`config.mk`:
```
export PLATFORM = sky130hd
export DESIGN_NAME = pipe_stage_skid_flat
export DESIGN_NICKNAME = d
export VERILOG_FILES = /design/src/rtl/pipe_stage_skid_if.sv /design/src/rtl/pipe_stage_skid.sv /design/src/flat_wrapper.sv
export SDC_FILE = /design/constraint.sdc
export NUM_CORES = 1
export LEC_CHECK = 0
export CAP_MARGIN = 20
export CORE_MARGIN = 2
export CORE_UTILIZATION = 44
export CTS_CLUSTER_DIAMETER = 120
export DETAILED_ROUTE_END_ITERATION = 10
export PLACE_DENSITY = 0.81
export SETUP_SLACK_MARGIN = 0.02
export SLEW_MARGIN = 20
export SYNTH_ARGS = -nofsm -noshare
export SYNTH_HDL_FRONTEND = slang
export SYNTH_SLANG_ARGS = --single-unit
```
`constraint.sdc`:
```
create_clock -name clk -period 1.5 [get_ports clk]
set_input_delay 0.3 -clock clk [delete_from_list [all_inputs] [get_ports clk]]
set_output_delay 0.3 -clock clk [all_outputs]
set_load 0.01 [all_outputs]
```
`src/rtl/pipe_stage_skid_if.sv`:
```
// Handshake bundle for pipe_stage_skid.
// slave : the stage itself (accepts in_*, produces out_*).
// master: the surrounding pipeline / testbench side.
interface pipe_stage_skid_if #(
    parameter int unsigned WIDTH = 32
);
    logic             in_valid;
    logic             in_ready;
    logic [WIDTH-1:0] in_data;
    logic             out_valid;
    logic             out_ready;
    logic [WIDTH-1:0] out_data;

    modport slave (
        input  in_valid, in_data, out_ready,
        output in_ready, out_valid, out_data
    );

    modport master (
        output in_valid, in_data, out_ready,
        input  in_ready, out_valid, out_data
    );
endinterface

```
`src/rtl/pipe_stage_skid.sv`:
```
// pipe_stage_skid: pipeline stage register with valid/ready handshake,
// 2-entry skid buffer, flush and occupancy report.
// Optional statistics counters enabled by defining macro PIPE_STATS_EN;
// without it stall_cnt/bubble_cnt are tied to zero and no counter flops exist.
module pipe_stage_skid #(
    parameter int unsigned WIDTH     = 32,
    parameter logic [31:0] NOP_VALUE = 32'h0000_0033,
    parameter int unsigned CNT_W     = 32
) (
    input  logic                  clk,
    input  logic                  rst,
    input  logic                  flush,
    pipe_stage_skid_if.slave      bus,
    output logic [1:0]            occupancy,
    output logic [CNT_W-1:0]      stall_cnt,
    output logic [CNT_W-1:0]      bubble_cnt
);
    localparam logic [WIDTH-1:0] NOP = WIDTH'(NOP_VALUE);

    typedef enum logic [1:0] {
        EMPTY = 2'd0,
        FULL  = 2'd1,
        SKID  = 2'd2
    } state_t;

    state_t           state;
    logic [WIDTH-1:0] main_q;
    logic [WIDTH-1:0] skid_q;
    logic             in_ready_q;
    logic             out_valid_q;
    logic [1:0]       occ_q;
    logic             accept;

    assign accept        = bus.in_valid & in_ready_q;
    assign bus.in_ready  = in_ready_q;
    assign bus.out_valid = out_valid_q;
    assign bus.out_data  = main_q;
    assign occupancy     = occ_q;

    // State, storage and registered handshake outputs; reset/flush dominate.
    always_ff @(posedge clk) begin
        if (rst || flush) begin
            state       <= EMPTY;
            main_q      <= NOP;
            skid_q      <= NOP;
            in_ready_q  <= 1'b1;
            out_valid_q <= 1'b0;
            occ_q       <= 2'd0;
        end else begin
            case (state)
                EMPTY: begin
                    if (accept) begin
                        state       <= FULL;
                        main_q      <= bus.in_data;
                        out_valid_q <= 1'b1;
                        occ_q       <= 2'd1;
                    end
                end
                FULL: begin
                    if (accept && bus.out_ready) begin
                        main_q <= bus.in_data;
                    end else if (accept) begin
                        state      <= SKID;
                        skid_q     <= bus.in_data;
                        in_ready_q <= 1'b0;
                        occ_q      <= 2'd2;
                    end else if (bus.out_ready) begin
                        state       <= EMPTY;
                        main_q      <= NOP;
                        out_valid_q <= 1'b0;
                        occ_q       <= 2'd0;
                    end
                end
                SKID: begin
                    if (bus.out_ready) begin
                        state      <= FULL;
                        main_q     <= skid_q;
                        skid_q     <= NOP;
                        in_ready_q <= 1'b1;
                        occ_q      <= 2'd1;
                    end
                end
                default: begin
                    state       <= EMPTY;
                    main_q      <= NOP;
                    skid_q      <= NOP;
                    in_ready_q  <= 1'b1;
                    out_valid_q <= 1'b0;
                    occ_q       <= 2'd0;
                end
            endcase
        end
    end

`ifdef PIPE_STATS_EN
    logic [CNT_W-1:0] stall_q;
    logic [CNT_W-1:0] bubble_q;

    // Saturating stall/bubble counters; cleared by rst only, flush keeps them.
    always_ff @(posedge clk) begin
        if (rst) begin
            stall_q  <= '0;
            bubble_q <= '0;
        end else begin
            if (out_valid_q && !bus.out_ready && stall_q != '1) begin
                stall_q <= stall_q + 1'b1;
            end
            if (!out_valid_q && bubble_q != '1) begin
                bubble_q <= bubble_q + 1'b1;
            end
        end
    end

    assign stall_cnt  = stall_q;
    assign bubble_cnt = bubble_q;
`else
    assign stall_cnt  = '0;
    assign bubble_cnt = '0;
`endif
endmodule
```
`src/flat_wrapper.sv`:
```
// flat-port wrapper written by rule: the top's interface ports become plain ports
module pipe_stage_skid_flat 
#(
    parameter int unsigned WIDTH     = 32,
    parameter logic [31:0] NOP_VALUE = 32'h0000_0033,
    parameter int unsigned CNT_W     = 32
)
  (clk, rst, flush, occupancy, stall_cnt, bubble_cnt, bus_in_valid, bus_in_data, bus_out_ready, bus_in_ready, bus_out_valid, bus_out_data);
  pipe_stage_skid_if #(.WIDTH(WIDTH)) bus_i ();
  input  logic clk;
  input  logic rst;
  input  logic flush;
  output logic [1:0] occupancy;
  output logic [CNT_W-1:0] stall_cnt;
  output logic [CNT_W-1:0] bubble_cnt;
  input wire logic [$bits(bus_i.in_valid)-1:0] bus_in_valid;
  input wire logic [$bits(bus_i.in_data)-1:0] bus_in_data;
  input wire logic [$bits(bus_i.out_ready)-1:0] bus_out_ready;
  output wire logic [$bits(bus_i.in_ready)-1:0] bus_in_ready;
  output wire logic [$bits(bus_i.out_valid)-1:0] bus_out_valid;
  output wire logic [$bits(bus_i.out_data)-1:0] bus_out_data;
  assign bus_i.in_valid = bus_in_valid;
  assign bus_i.in_data = bus_in_data;
  assign bus_i.out_ready = bus_out_ready;
  assign bus_in_ready = bus_i.in_ready;
  assign bus_out_valid = bus_i.out_valid;
  assign bus_out_data = bus_i.out_data;
  pipe_stage_skid #(.WIDTH(WIDTH), .NOP_VALUE(NOP_VALUE), .CNT_W(CNT_W)) u_core (.clk(clk), .rst(rst), .flush(flush), .bus(bus_i), .occupancy(occupancy), .stall_cnt(stall_cnt), .bubble_cnt(bubble_cnt));
endmodule
```
==> impl_metrics.toml, run 1 <==
[global_routing]
grt_pass1_vias = 2826
grt-ovfl-total = 0
grtUsageTotal_pct = 18.9
antenna_found_initial = 0
grt_pass1_wl_mm = 13.0
grt_max_degree = 29

[critical_path]
critical_path.top_delay_family = "buffers and inverters"
cp_slowest_stage_delay_ns = 0.38
startpoint_type = "flip-flop"
cpMaxStageDelayCell = "dfxtp_2"
worstPathCellList = "buf_12, dlygate4sd2_1"
path_buf_inv = 2
required_ns = 1.20
worstPathArrival_ns = 1.15
end_kind = "output pin"
r2r_cells = 5
worst-path-stages = 2
worst-path-max-fanout = 17
critPathKind = "reg -> out"

[min_path]
hold_path.class = "reg -> reg"
hold_path_depth = 2

[place]
dp_slack_ns = -0.316
portBuffers = 72
post_dp_cell_area_sq_um = 4210
gp_congestion = 0.858
dp_hpwl_mm = 5.80

[floorplan]
start_util_pct = 45.4
die_y_microns = 93.2
die-width_microns = 93.2
rows = 32
design.die.area_sq_um = 8690
core_area_sq_um = 7730
io_pins = 137

[sta]
fmax_mhz = 690
setup_viol = 0
tns_ns = 0
fin_ws_ns = 0.0507
finalMaxSlewViolations = 0
post-route-period-util_pct = 96.6
period_minus_slack_ns = 1.45
clock_skew_ns = 0.0120
rsz0062_at_grt = "true"
hold_violations = 0

[cells_and_area]
multi_input_area_sq_um = 1650
final_net_count = 554
final_core_util_pct = 56.7
n_fill_cell = 701
antenna_cells = 0
area_growth_pct = 25.1
regArea_sq_um = 1370
drive_gt1_share_pct = 10.5
fin_area_sq_um = 4380

[clocking]
cts_root_buf = "clkbuf_8"
path_clk_slew_ns = 0.08
clock_path_buffers = 2
cts_tree = "yes"
cts_inserted_buffers = 9
insertion_delay_ns = 0.34
cts.sinks = 68
htree_levels = 3

[synth]
ys_types = 35
synth_top_area_share_pct = 38.8
synth.avg_cell_area_sq_um = 7.97
syn_inst = 440
yosys.area.top_type = "dfxtp_1"
synth_area_sq_um = 3500
synthTopCellsByArea = "dfxtp_1 (39%), buf_4 (15%), nand3_1 (8.4%)"
synth-warning-count = 0
ys_seq_elements = 68
ys_seq_area_share_pct = 38.8

[flow_run]
cap_viol_max_count = 0

[detailed_routing]
wl_mm = 8.12
dr.pass1.iters = 5
postRouteAntennaNets = 0
via_count = 3166
drc = 0
wl_per_cell_microns = 13.0
vias_per_cell = 5.07
drt_iter0_drc = 268

[power_and_ir_drop]
p_leak_uw = 0.00185
fin_total_pwr_uw = 4040
power_density_nw_per_um2 = 922
max-vdd-ir-drop_v = 0.000550

[status]
status = "finished clean"
path summary, 6_finish.rpt:
kind / start / to / slack (ns)
setup / recovery: u_core.state[1] / occupancy[1] / 0.05
hold / removal: u_core.bus.out_data[24] / u_core.bus.out_data[24] / 0.46
setup reg to reg: u_core.state[0] / u_core.bus.out_data[14] / 0.09
hold reg to reg: u_core.bus.out_data[24] / u_core.bus.out_data[24] / 0.46
state kept, by name, indices dropped and copies added (netlist names):
signal and flops:
u_core.bus.in_ready 1, u_core.skid_q 32, u_core.state 2, u_core.bus.out_valid 1
u_core.bus.out_data 32
cell usage after synthesis, drive strengths merged:
master,instances
o22a,4
o32ai,1
buf,89
nand2b,2
o21a,2
a31oi,1
nor2,12
nor3,9
inv,13
o31ai,10
or3b,1
nand3,59
nand2,62
a21o,3
and3b,1
conb,1
clkbuf,9
and2b,1
o2bb2ai,1
or2,1
o21ai,24
o22ai,10
nor2b,1
a22o,17
a21oi,35
dfxtp,68
nand3b,2
and2,1
cell usage in the layout (no fill, tap or decap), types with 2 or more instances in the layout:
cell type        netlist  layout
a21o_1                 3       2
a21oi_1               35      35
a22o_1                17      17
buf_12                 0       7
buf_4                 68      21
clkbuf_8               0      11
clkdlybuf4s50_1        0      34
clkinv_2               0       2
conb_1                 1      64
dfxtp_1               68      65
dfxtp_2                0       2
dlygate4sd2_1          0      36
dlymetal6s2s_1         0       2
inv_1                 13      13
nand2_1               62      62
nand2b_1               2       2
nand3_1               59      59
nand3b_1               2       2
nor2_1                11      10
nor3_1                 9       9
o21ai_0               20      20
o21ai_1                2       2
o21ai_4                2       2
o22a_1                 4       4
o22ai_1               10      10
o31ai_1               10      10
tightest hold or removal path, delay by kind of cell (launching register included):
family	cells	cell delay [ns]
AND/OR/NAND/NOR	1	0.05
flip-flops	1	0.31
AO/OA/AOI/OAI	1	0.05
what timing repair did:
| action | in CTS | in global routing |
|---|---|---|
| setup endpoints to repair | 44 | 34 |
| hold buffers | 0 | 0 |
| gates cloned | 0 | 0 |
| pin swaps | 0 | 2 |
| gates resized for setup | 40 | 4 |
| setup buffers | 0 | 0 |
per-layer routing:
| layer | part of all wire [%] | track usage (%) | vias to the layer above | routed length [microns] |
|---|---|---|---|---|
| li1 | - | - | 1536 | - |
| met1 | 43 | 23.8 | 1475 | 3470 |
| met2 | 48 | 31.4 | 143 | 3940 |
| met3 | 6.9 | 3.87 | 12 | 560 |
| met4 | 1.9 | 7.84 | 0 | 151 |
| met5 | 0 | 0 | - | 0 |
report_power, final:
group,internal (uW),switching [uW],total [uW]
logic,288,352,640
registers,1840,24.9,1870
clock network,854,679,1530
total,2980,1060,4040
stage by stage:
stage               cells  hold slack (ns)
CTS                   624            0.459
finish                624            0.456
detailed placement    608            0.452
global placement      608            0.444
floorplan             503            0.440
global route          624            0.477
kinds of logic after synthesis:
logic type | after synthesis | share of synthesized area (%)
buf+inv | 111 | 21.1
simple gates | 152 | 20.0
compound gates | 108 | 20.0
flops | 68 | 38.8
other cells | 1 | 0.107
layout make-up:
class | instances | share of cell area (%)
Clock buffer | 12 | 3.54
Clock inverter | 4 | 1.08
Inverter | 13 | 1.11
Multi-Input combinational cell | 324 | 37.6
Sequential cell | 68 | 31.2
Tap cell | 102 | 2.91
Timing Repair Buffer | 101 | 22.6
No activity file was read; power rests on OpenSTA's default activity.
==> inputs of run 2 (changes only) <==
--- a/config.mk
+++ b/config.mk
@@ -6,12 +6,12 @@
 export NUM_CORES = 1
 export LEC_CHECK = 0
 export CAP_MARGIN = 20
-export CORE_MARGIN = 2
 export CORE_UTILIZATION = 44
 export CTS_CLUSTER_DIAMETER = 120
 export DETAILED_ROUTE_END_ITERATION = 10
 export PLACE_DENSITY = 0.81
 export SETUP_SLACK_MARGIN = 0.02
+export SKIP_LAST_GASP = 1
 export SLEW_MARGIN = 20
 export SYNTH_ARGS = -nofsm -noshare
 export SYNTH_HDL_FRONTEND = slang
==> run 2 against run 1 <==
Sequential power barely moved. Total power grew 8.6%. Core utilization increased by 0.99 points. Final cell count is 0.80% higher. Hold slack worse by 0.0026 ns. Maximum frequency increased by 0.61%. Combinational power grew 2%. Non-clock buffer count grew 5. Global-route usage is 1.2 points higher. Critical path type is now reg -> reg.
==> impl_metrics.toml, run 2 (synthesized netlist as in run 1, its figures left out) <==
[status]
status = "finished clean"

[global_routing]
antenna_found_initial = 0
grt_max_degree = 35
grt_pass1_wl_mm = 13.3
grt-ovfl-total = 0
grtUsageTotal_pct = 20.1
grt_pass1_vias = 2885

[floorplan]
io_pins = 137
die-width_microns = 91.2
die_y_microns = 91.2
design.die.area_sq_um = 8330
core_area_sq_um = 7730
rows = 32
start_util_pct = 45.4

[cells_and_area]
final_cell_mix = "dfxtp_1 (65), conb_1 (64), nand2_1 (62)"
n_fill_cell = 709
regArea_sq_um = 1370
antenna_cells = 0
final_common_cell = "dfxtp_1"
area_growth_pct = 27.2
final_core_util_pct = 57.7
drive_gt1_share_pct = 11.8
final_net_count = 559
multi_input_area_sq_um = 1660

[place]
gp_congestion = 0.814
dp_slack_ns = -0.365
dp_hpwl_mm = 5.70
portBuffers = 72

[critical_path]
rrSetupSlack_ns = 0.06
critPathKind = "reg -> reg"
regToRegEndpoint = "u_core.bus.out_data[3]"
r2r_cells = 5
startpoint_type = "flip-flop"
end_kind = "flip-flop"
crit_path_end = "u_core.bus.out_data[3]"
worstPathArrival_ns = 1.66
worst-path-max-fanout = 9
crit_path_start = "u_core.state[0]"
required_ns = 1.72
worst_r2r_startpoint = "u_core.state[0]"

[clocking]
clock_path_buffers = 2
path_clk_slew_ns = 0.08
cts_root_buf = "clkbuf_8"
cts_tree = "yes"
insertion_delay_ns = 0.35
cts.sinks = 68
ctsHoldBuffers = 0
cts_inserted_buffers = 9
htree_levels = 3

[sta]
post-route-period-util_pct = 96.0
fin_ws_ns = 0.0595
finalMaxSlewViolations = 0
hold_violations = 0
setup_viol = 0
period_minus_slack_ns = 1.44
fmax_mhz = 694
clock_skew_ns = 0.0142
rsz0062_at_grt = "false"

[power_and_ir_drop]
max-vdd-ir-drop_v = 0.000621
power_density_nw_per_um2 = 983
p_leak_uw = 0.00190

[detailed_routing]
wl_per_cell_microns = 13.3
postRouteAntennaNets = 0
dr.pass1.iters = 5
drt_iter0_drc = 257
vias_per_cell = 5.01
wl_mm = 8.35
drc = 0
via_count = 3150

[min_path]
hold_path_depth = 2
hold_path.class = "reg -> reg"

[flow_run]
cap_viol_max_count = 0
run 2: how the worst min path moves through the flow:
stage / start / slack (ns) / end
after global routing: u_core.bus.out_data[26] / 0.47 / u_core.bus.out_data[26]
after CTS: u_core.bus.out_data[28] / 0.45 / u_core.bus.out_data[28]
final: u_core.bus.out_data[28] / 0.45 / u_core.bus.out_data[28]
after global placement: u_core.bus.out_data[6] / 0.45 / u_core.bus.out_data[6]
after floorplan: bus_in_data[10] / 0.44 / u_core.skid_q[10]
after detailed placement: u_core.bus.out_data[28] / 0.45 / u_core.bus.out_data[28]
run 2: layout make-up:
class | count | share of cell area, %
Clock buffer | 10 | 3.09
Sequential cell | 68 | 30.7
Timing Repair Buffer | 106 | 22.5
Multi-Input combinational cell | 324 | 37.2
Tap cell | 102 | 2.86
Clock inverter | 6 | 2.50
Inverter | 13 | 1.09
run 2: worst max-delay path, cell delays in order, from the launching register on:
cell and delay, ns:
dfxtp_4 0.38, or3b_4 0.43, o21a_4 0.15, buf_4 0.17, nand3_1 0.10, a21oi_1 0.08
run 2: metal layers:
layer,track usage (%),up-vias,part of all wire (%)
met5,0,-,0
met1,25.2,1445,43
met4,9.92,0,1.6
met3,3.02,12,6.4
met2,33.5,148,48
li1,-,1545,-
run 2: report_power, final:
part / switching (uW) / internal [uW]
combinational: 362 / 289
clock: 722 / 1150
sequential: 23.0 / 1840
total: 1110 / 3280
run 2: metrics by stage:
step	hold slack [ns]	setup TNS [ns]	area [sq um]	power (uW)	std cells
CTS	0.455	-0.145	4410	4400	625
global route	0.472	0	4460	4560	629
finish	0.453	0	4460	4390	629
floorplan	0.440	0	3740	2410	503
global placement	0.446	-16.66	4190	2550	609
detailed placement	0.446	-19.45	4190	2560	609
run 2: timing repair:
item / in CTS / in global routing
gates cloned: 0 / 1
endpoints found under the setup margin: 72 / 36
setup buffers: 0 / 3
gates resized for setup: 41 / 9
pin swaps: 0 / 1
